## config.mk

```make
export PLATFORM = sky130hd
export DESIGN_NAME = uart_tx_serializer_param_flat
export DESIGN_NICKNAME = d
export VERILOG_FILES = /design/src/rtl/uart_tx_serializer_param_pkg.sv /design/src/rtl/uart_tx_serializer_param_if.sv /design/src/rtl/uart_tx_serializer_param_baud_counter.sv /design/src/rtl/uart_tx_serializer_param.sv /design/src/flat_wrapper.sv
export SDC_FILE = /design/constraint.sdc
export NUM_CORES = 1
export LEC_CHECK = 0
export CAP_MARGIN = 20
export CELL_PAD_IN_SITES_DETAIL_PLACEMENT = 0
export CELL_PAD_IN_SITES_GLOBAL_PLACEMENT = 2
export CORE_MARGIN = 2
export CORE_UTILIZATION = 45
export CTS_BUF_LIST = sky130_fd_sc_hd__clkbuf_8
export DETAILED_ROUTE_END_ITERATION = 12
export DONT_BUFFER_PORTS = 1
export PLACE_DENSITY = 0.94
export SKIP_LAST_GASP = 1
export SLEW_MARGIN = 5
export SYNTH_ARGS = -nofsm -noshare
export SYNTH_HDL_FRONTEND = slang
export SYNTH_HIERARCHICAL = 1
export SYNTH_SLANG_ARGS = --single-unit
```

## constraint.sdc

```tcl
create_clock -name clk -period 2.5 [get_ports clk]
set_input_delay 0.5 -clock clk [delete_from_list [all_inputs] [get_ports clk]]
set_output_delay 0.5 -clock clk [all_outputs]
set_load 0.01 [all_outputs]
```

## src/rtl/uart_tx_serializer_param_pkg.sv

```systemverilog
// Shared constants, FSM encoding and width helper for the UART transmit serializer.
package uart_tx_serializer_param_pkg;

  localparam int unsigned PARITY_NONE = 0;
  localparam int unsigned PARITY_EVEN = 1;
  localparam int unsigned PARITY_ODD  = 2;

  typedef enum logic [2:0] {
    ST_IDLE,
    ST_START,
    ST_DATA,
    ST_PARITY,
    ST_STOP
  } state_t;

  // Bits needed to hold 0..v-1, never less than one.
  function automatic int unsigned clog2(input int unsigned v);
    int unsigned r;
    r = 0;
    for (int unsigned x = v - 1; x > 0; x = x >> 1) r = r + 1;
    return (r == 0) ? 1 : r;
  endfunction

endpackage

```

## src/rtl/uart_tx_serializer_param_if.sv

```systemverilog
// Valid/ready word handshake between the TX register/FIFO and the serializer.
interface uart_tx_serializer_param_if #(
  parameter int unsigned DATA_BITS = 8
);
  logic [DATA_BITS-1:0] tx_data;
  logic                 tx_valid;
  logic                 tx_ready;

  modport master (output tx_data, output tx_valid, input tx_ready);
  modport slave  (input tx_data, input tx_valid, output tx_ready);
endinterface

```

## src/rtl/uart_tx_serializer_param_baud_counter.sv

```systemverilog
// Bit timer: counts 0..CLKS_PER_BIT-1 while enabled, flags the last and next-to-last cycle of a bit.
module uart_tx_serializer_param_baud_counter
  import uart_tx_serializer_param_pkg::*;
#(
  parameter int unsigned CLKS_PER_BIT = 434
) (
  input  logic clk,
  input  logic rst,
  input  logic clear,
  input  logic enable,
  output logic bit_end_c,
  output logic bit_pre_end_c
);

  localparam int unsigned CNT_W = clog2(CLKS_PER_BIT);
  localparam logic [CNT_W-1:0] CNT_LAST = CNT_W'(CLKS_PER_BIT - 1);
  localparam logic [CNT_W-1:0] CNT_PRE  = CNT_W'(CLKS_PER_BIT - 2);

  logic [CNT_W-1:0] count;

  // Clearing on acceptance phase-aligns bit timing to the handshake edge.
  always_ff @(posedge clk or posedge rst) begin
    if (rst) begin
      count <= '0;
    end else if (clear || (enable && (count == CNT_LAST))) begin
      count <= '0;
    end else if (enable) begin
      count <= count + CNT_W'(1);
    end
  end

  assign bit_end_c     = enable && (count == CNT_LAST);
  assign bit_pre_end_c = enable && (count == CNT_PRE);

endmodule

```

## src/rtl/uart_tx_serializer_param.sv

```systemverilog
// UART transmit serializer: frames a word (start, data LSB-first, optional parity, stop bits)
// and times each bit with an internal baud counter.
module uart_tx_serializer_param
  import uart_tx_serializer_param_pkg::*;
#(
  parameter int unsigned DATA_BITS    = 8,
  parameter int unsigned PARITY_MODE  = 0,
  parameter int unsigned STOP_BITS    = 1,
  parameter int unsigned CLKS_PER_BIT = 434
) (
  input  logic                         clk,
  input  logic                         rst,
  uart_tx_serializer_param_if.slave    bus,
  output logic                         tx,
  output logic                         busy,
  output logic                         tx_done
);

  if (DATA_BITS < 5 || DATA_BITS > 9) begin : g_bad_data_bits
    $error("DATA_BITS must be 5..9");
  end
  if (PARITY_MODE > PARITY_ODD) begin : g_bad_parity_mode
    $error("PARITY_MODE must be 0, 1 or 2");
  end
  if (STOP_BITS < 1 || STOP_BITS > 2) begin : g_bad_stop_bits
    $error("STOP_BITS must be 1 or 2");
  end
  if (CLKS_PER_BIT < 2) begin : g_bad_clks_per_bit
    $error("CLKS_PER_BIT must be >= 2");
  end

  localparam int unsigned IDX_W = clog2(DATA_BITS);
  localparam logic [IDX_W-1:0] IDX_LAST_DATA = IDX_W'(DATA_BITS - 1);
  localparam logic [IDX_W-1:0] IDX_LAST_STOP = IDX_W'(STOP_BITS - 1);
  localparam bit HAS_PARITY = (PARITY_MODE != PARITY_NONE);

  state_t               state, state_next;
  logic [IDX_W-1:0]     bit_idx, bit_idx_next;
  logic [DATA_BITS-1:0] shreg, shreg_next;
  logic                 par_bit, par_bit_next;
  logic                 ready, ready_next;
  logic                 tx_next, busy_next, done_next;
  logic                 accept_c, bit_end_c, bit_pre_end_c;

  function automatic logic parity_of(input logic [DATA_BITS-1:0] d);
    return (PARITY_MODE == PARITY_ODD) ? ~^d : ^d;
  endfunction

  assign accept_c     = bus.tx_valid && ready;
  assign bus.tx_ready = ready;

  uart_tx_serializer_param_baud_counter #(
    .CLKS_PER_BIT (CLKS_PER_BIT)
  ) u_baud (
    .clk           (clk),
    .rst           (rst),
    .clear         (accept_c),
    .enable        (busy),
    .bit_end_c     (bit_end_c),
    .bit_pre_end_c (bit_pre_end_c)
  );

  always_ff @(posedge clk or posedge rst) begin
    if (rst) begin
      state   <= ST_IDLE;
      bit_idx <= '0;
      shreg   <= '0;
      par_bit <= 1'b0;
      ready   <= 1'b1;
      tx      <= 1'b1;
      busy    <= 1'b0;
      tx_done <= 1'b0;
    end else begin
      state   <= state_next;
      bit_idx <= bit_idx_next;
      shreg   <= shreg_next;
      par_bit <= par_bit_next;
      ready   <= ready_next;
      tx      <= tx_next;
      busy    <= busy_next;
      tx_done <= done_next;
    end
  end

  // Next-state and registered-output values; tx always carries the level of the upcoming cycle.
  always_comb begin
    state_next   = state;
    bit_idx_next = bit_idx;
    shreg_next   = shreg;
    par_bit_next = par_bit;
    ready_next   = ready;
    tx_next      = tx;
    busy_next    = busy;
    done_next    = 1'b0;

    case (state)
      ST_IDLE: begin
        tx_next    = 1'b1;
        ready_next = 1'b1;
        busy_next  = 1'b0;
      end
      ST_START: begin
        if (bit_end_c) begin
          state_next   = ST_DATA;
          bit_idx_next = '0;
          tx_next      = shreg[0];
          shreg_next   = shreg >> 1;
        end
      end
      ST_DATA: begin
        if (bit_end_c) begin
          if (bit_idx == IDX_LAST_DATA) begin
            bit_idx_next = '0;
            if (HAS_PARITY) begin
              state_next = ST_PARITY;
              tx_next    = par_bit;
            end else begin
              state_next = ST_STOP;
              tx_next    = 1'b1;
            end
          end else begin
            bit_idx_next = bit_idx + IDX_W'(1);
            tx_next      = shreg[0];
            shreg_next   = shreg >> 1;
          end
        end
      end
      ST_PARITY: begin
        if (bit_end_c) begin
          state_next   = ST_STOP;
          bit_idx_next = '0;
          tx_next      = 1'b1;
        end
      end
      ST_STOP: begin
        // Final cycle of the last stop bit: pulse done and open the handshake.
        if (bit_idx == IDX_LAST_STOP) begin
          if (bit_pre_end_c) begin
            done_next  = 1'b1;
            ready_next = 1'b1;
          end
          if (bit_end_c) begin
            state_next = ST_IDLE;
            busy_next  = 1'b0;
            ready_next = 1'b1;
            tx_next    = 1'b1;
          end
        end else if (bit_end_c) begin
          bit_idx_next = bit_idx + IDX_W'(1);
        end
      end
      default: begin
        state_next = ST_IDLE;
      end
    endcase

    // Acceptance (idle or last stop cycle) overrides: start bit begins on the next cycle.
    if (accept_c) begin
      state_next   = ST_START;
      bit_idx_next = '0;
      shreg_next   = bus.tx_data;
      par_bit_next = parity_of(bus.tx_data);
      tx_next      = 1'b0;
      ready_next   = 1'b0;
      busy_next    = 1'b1;
    end
  end

endmodule

```

## src/flat_wrapper.sv

```systemverilog
// flat-port wrapper written by rule: the top's interface ports become plain ports
module uart_tx_serializer_param_flat import uart_tx_serializer_param_pkg::*;
#(
  parameter int unsigned DATA_BITS    = 8,
  parameter int unsigned PARITY_MODE  = 0,
  parameter int unsigned STOP_BITS    = 1,
  parameter int unsigned CLKS_PER_BIT = 434
)
  (clk, rst, tx, busy, tx_done, bus_tx_data, bus_tx_valid, bus_tx_ready);
  uart_tx_serializer_param_if #(.DATA_BITS(DATA_BITS)) bus_i ();
  input  logic clk;
  input  logic rst;
  output logic tx;
  output logic busy;
  output logic tx_done;
  input wire logic [$bits(bus_i.tx_data)-1:0] bus_tx_data;
  input wire logic [$bits(bus_i.tx_valid)-1:0] bus_tx_valid;
  output wire logic [$bits(bus_i.tx_ready)-1:0] bus_tx_ready;
  assign bus_i.tx_data = bus_tx_data;
  assign bus_i.tx_valid = bus_tx_valid;
  assign bus_tx_ready = bus_i.tx_ready;
  uart_tx_serializer_param #(.DATA_BITS(DATA_BITS), .PARITY_MODE(PARITY_MODE), .STOP_BITS(STOP_BITS), .CLKS_PER_BIT(CLKS_PER_BIT)) u_core (.clk(clk), .rst(rst), .bus(bus_i), .tx(tx), .busy(busy), .tx_done(tx_done));
endmodule
```

==> results by group <==
Power
  • Static Leak: 0.7274 nW
  • Maximum VDD drop: 347.4 uV
  • Cell Pwr Density: 777.9 nW/um2
  • Total Power: 1.253 mW

Clock tree
  • Clock buffer count from CTS: 3
  • Clock tree buffer depth: 2
  • H-tree lvl count: 1
  • CTS clk-pin slew, worst paths: 0.09 ns
  • Setup Fix Bufs, Post-CTS: 0
  • TritonCTS Sinks: 27
  • CTS tree: yes
  • Post-CTS sizing: 0
  • Clock insertion delay at the later pin of the skew report: 0.27 ns
  • # hold bufs at CTS: 0
  • Root Driver: clkbuf_8

Timing
  • Highest Clock Rate: 529.0 MHz
  • Slew headroom: 0.5187
  • Final Cycle Share: 0.7562
  • WHS: 0.06100 ns
  • Final worst setup slack: 0.6095 ns
  • Pins Over Slew Limit: 0
  • Fin crit period: 1.890 ns
  • Post-route clock skew: 0.004284 ns
  • Hold Violations, Final: 0
  • Final Setup Violations: 0
  • RSZ-0062 raised after global routing: no
  • Setup TNS: 0 ns
  • Slew @ Worst Pin: 0.7211 ns

Synthesis
  • Synth warn: 6
  • FFs w/ async S/R, synth: 1.000
  • Netlist Area Pre-Place: 1553 um2
  • Syn nets: 174
  • Area share of the largest cell type after synthesis: 0.4029
  • Syn_area_per_cell: 9.890 um2
  • Synth cell types: 41
  • Post-Syn Instances: 157
  • Sequential area share after synthesis: 0.4367
  • Cell taking the most area after synthesis: dfrtp_1
  • Main flop type after synthesis: dfrtp_1
  • Post-synth EDFFs: 0
  • Yosys reg bits: 27
  • Area contributors post-synth: dfrtp_1 (40%), mux2i_1 (5.2%), ha_1 (4.8%)

Route
  • Total Routed Length: 2875 um
  • Starting DRT DRC Count: 61
  • Drt pass-1 iters: 4
  • DR WL met2: 1440 um
  • Vias/cell: 5.629
  • Via count: 1,137
  • DRC viols: 0
  • Uppermost routed layer: met4
  • Met1 wire length: 1331 um
  • DRT antenna net count: 0
  • Wire length on met3: 68 um
  • DR WL/cell: 14.23 um

Floorplanning
  • IO Count: 15
  • # rows: 21
  • Die height: 62.74 um
  • Die width: 62.74 um
  • Starting density of the core: 0.4653
  • Die Area: 3936 um2
  • Core area: 3337 um2

Placement
  • Input/output buffers: 0
  • Placed cell areas: 1564 um2
  • Hpwl dp: 2120 um
  • Gp weighted congestion: 0.8313
  • Pre-CTS setup slack: 0.6187 ns
  • Cells after DPL: 198

Global routing
  • Largest net degree at the start of global routing: 25
  • Initial antenna violation count: 0
  • Global-route wire length before repair: 5223 um
  • GRT Total Usage: 0.1642
  • Total congestion overflow: 0
  • Vias in the first global route: 1,100

Layout
  • Fin area: 1610 um2
  • Nets@finish: 174
  • Antenna Cells: 0
  • Fin cells: 202
  • Commonest non-fill, non-tap cell in the layout: dfrtp_1
  • Commonest non-fill, non-tap cells in the layout: dfrtp_1 (25), nor2_1 (15), nand2_1 (11), a21oi_1 (11), inv_1 (9)
  • Layout cells sized above 1: 0.1410
  • Area grow syn2layout: 3.706%
  • Util after Layout: 0.4826

Critical path
  • Setup CP Type: reg -> reg
  • CP arrival: 2.05 ns
  • Worst Setup Start Kind: register
  • Worst EP required: 2.65 ns
  • Critical path capture point type: register
  • Crit path max fanout: 10

Status
  • Status: completed

Hold path
  • Hold/Removal Path Class: in -> async

Run
  • Max-cap violations: 0
[final cells by class]
| class | count | area (um2) |
|---|---|---|
| Clock buffer | 3 | 41.29 |
| Sequential cell | 27 | 678.2 |
| Timing Repair Buffer | 2 | 15.01 |
| Fill cell | 322 | 1727 |
| Clock inverter | 1 | 5.005 |
| Tap cell | 46 | 57.56 |
| Inverter | 9 | 33.78 |
| Multi-Input combinational cell | 114 | 779.5 |
[registers in the layout, summed over array words and instances, names as in the netlist]
name                 count
u_core/state             3
u_core/tx                1
u_core/u_baud/count      9
u_core/shreg             8
u_core/busy              1
u_core/bus.tx_ready      1
u_core/tx_done           1
u_core/bit_idx           3
[synthesized netlist by cell type (2+ instances only)]
library cell / count
nor2_1: 15
dfrtp_1: 25
nand2_1: 11
o211ai_1: 2
o21ai_0: 6
inv_1: 9
a21oi_1: 11
and3_1: 2
o22ai_1: 2
a21oi_2: 3
or3_1: 6
dfstp_2: 2
and4b_1: 2
nand3b_1: 3
nand4_1: 5
ha_1: 6
o21ai_1: 6
nand2b_1: 2
nand3_1: 4
mux2i_1: 8
nor3b_2: 2
buf_6: 4
xor2_1: 3
[where the power goes]
part	internal [mW]	switching, mW	leakage [nW]
clock network	0.112	0.138	0.0255
logic	0.149	0.165	0.370
registers	0.569	0.120	0.332
total	0.830	0.423	0.727
[worst max-delay path, cell delays in order (launching register included)]
cell	delay (ns)
dfrtp_1	0.37
buf_4	0.17
and4bb_1	0.22
and3_1	0.30
and2b_2	0.27
o21ai_4	0.14
mux2i_1	0.23
a21oi_1	0.08
[cell families after synthesis]
| logic type | share of synthesized area |
|---|---|
| muxes | 0.05157 |
| DFF | 0.4367 |
| and+or+nand+nor | 0.2111 |
| xor gates and xnor gates | 0.02257 |
| buffers and inverters | 0.06123 |
| AOI/OAI and AO/OA | 0.1684 |
| adders and majority gates | 0.04835 |
[per-layer routing]
layer,track usage,vias to the layer above
met1,0.2269,557
met2,0.2675,19
met3,0.02342,5
met5,0,-
li1,-,556
met4,0.05000,0
[path summary, 6_finish.rpt]
path                                           from                     end  slack, ns  depth (start not counted)
min in group clk                       bus_tx_valid     u_core/bus.tx_ready       0.26                          1
worst max register to register          u_core/busy         u_core/shreg[1]       0.61                          7
worst min-delay path                            rst  u_core/u_baud/count[6]       0.06                          1
worst min register to register  u_core/bus.tx_ready     u_core/bus.tx_ready       0.53                          2
max in group asynchronous                       rst          u_core/tx_done       1.82                          1
worst max-delay path                    u_core/busy         u_core/shreg[1]       0.61                          7
Note: power is estimated with default switching activity, not from simulation.
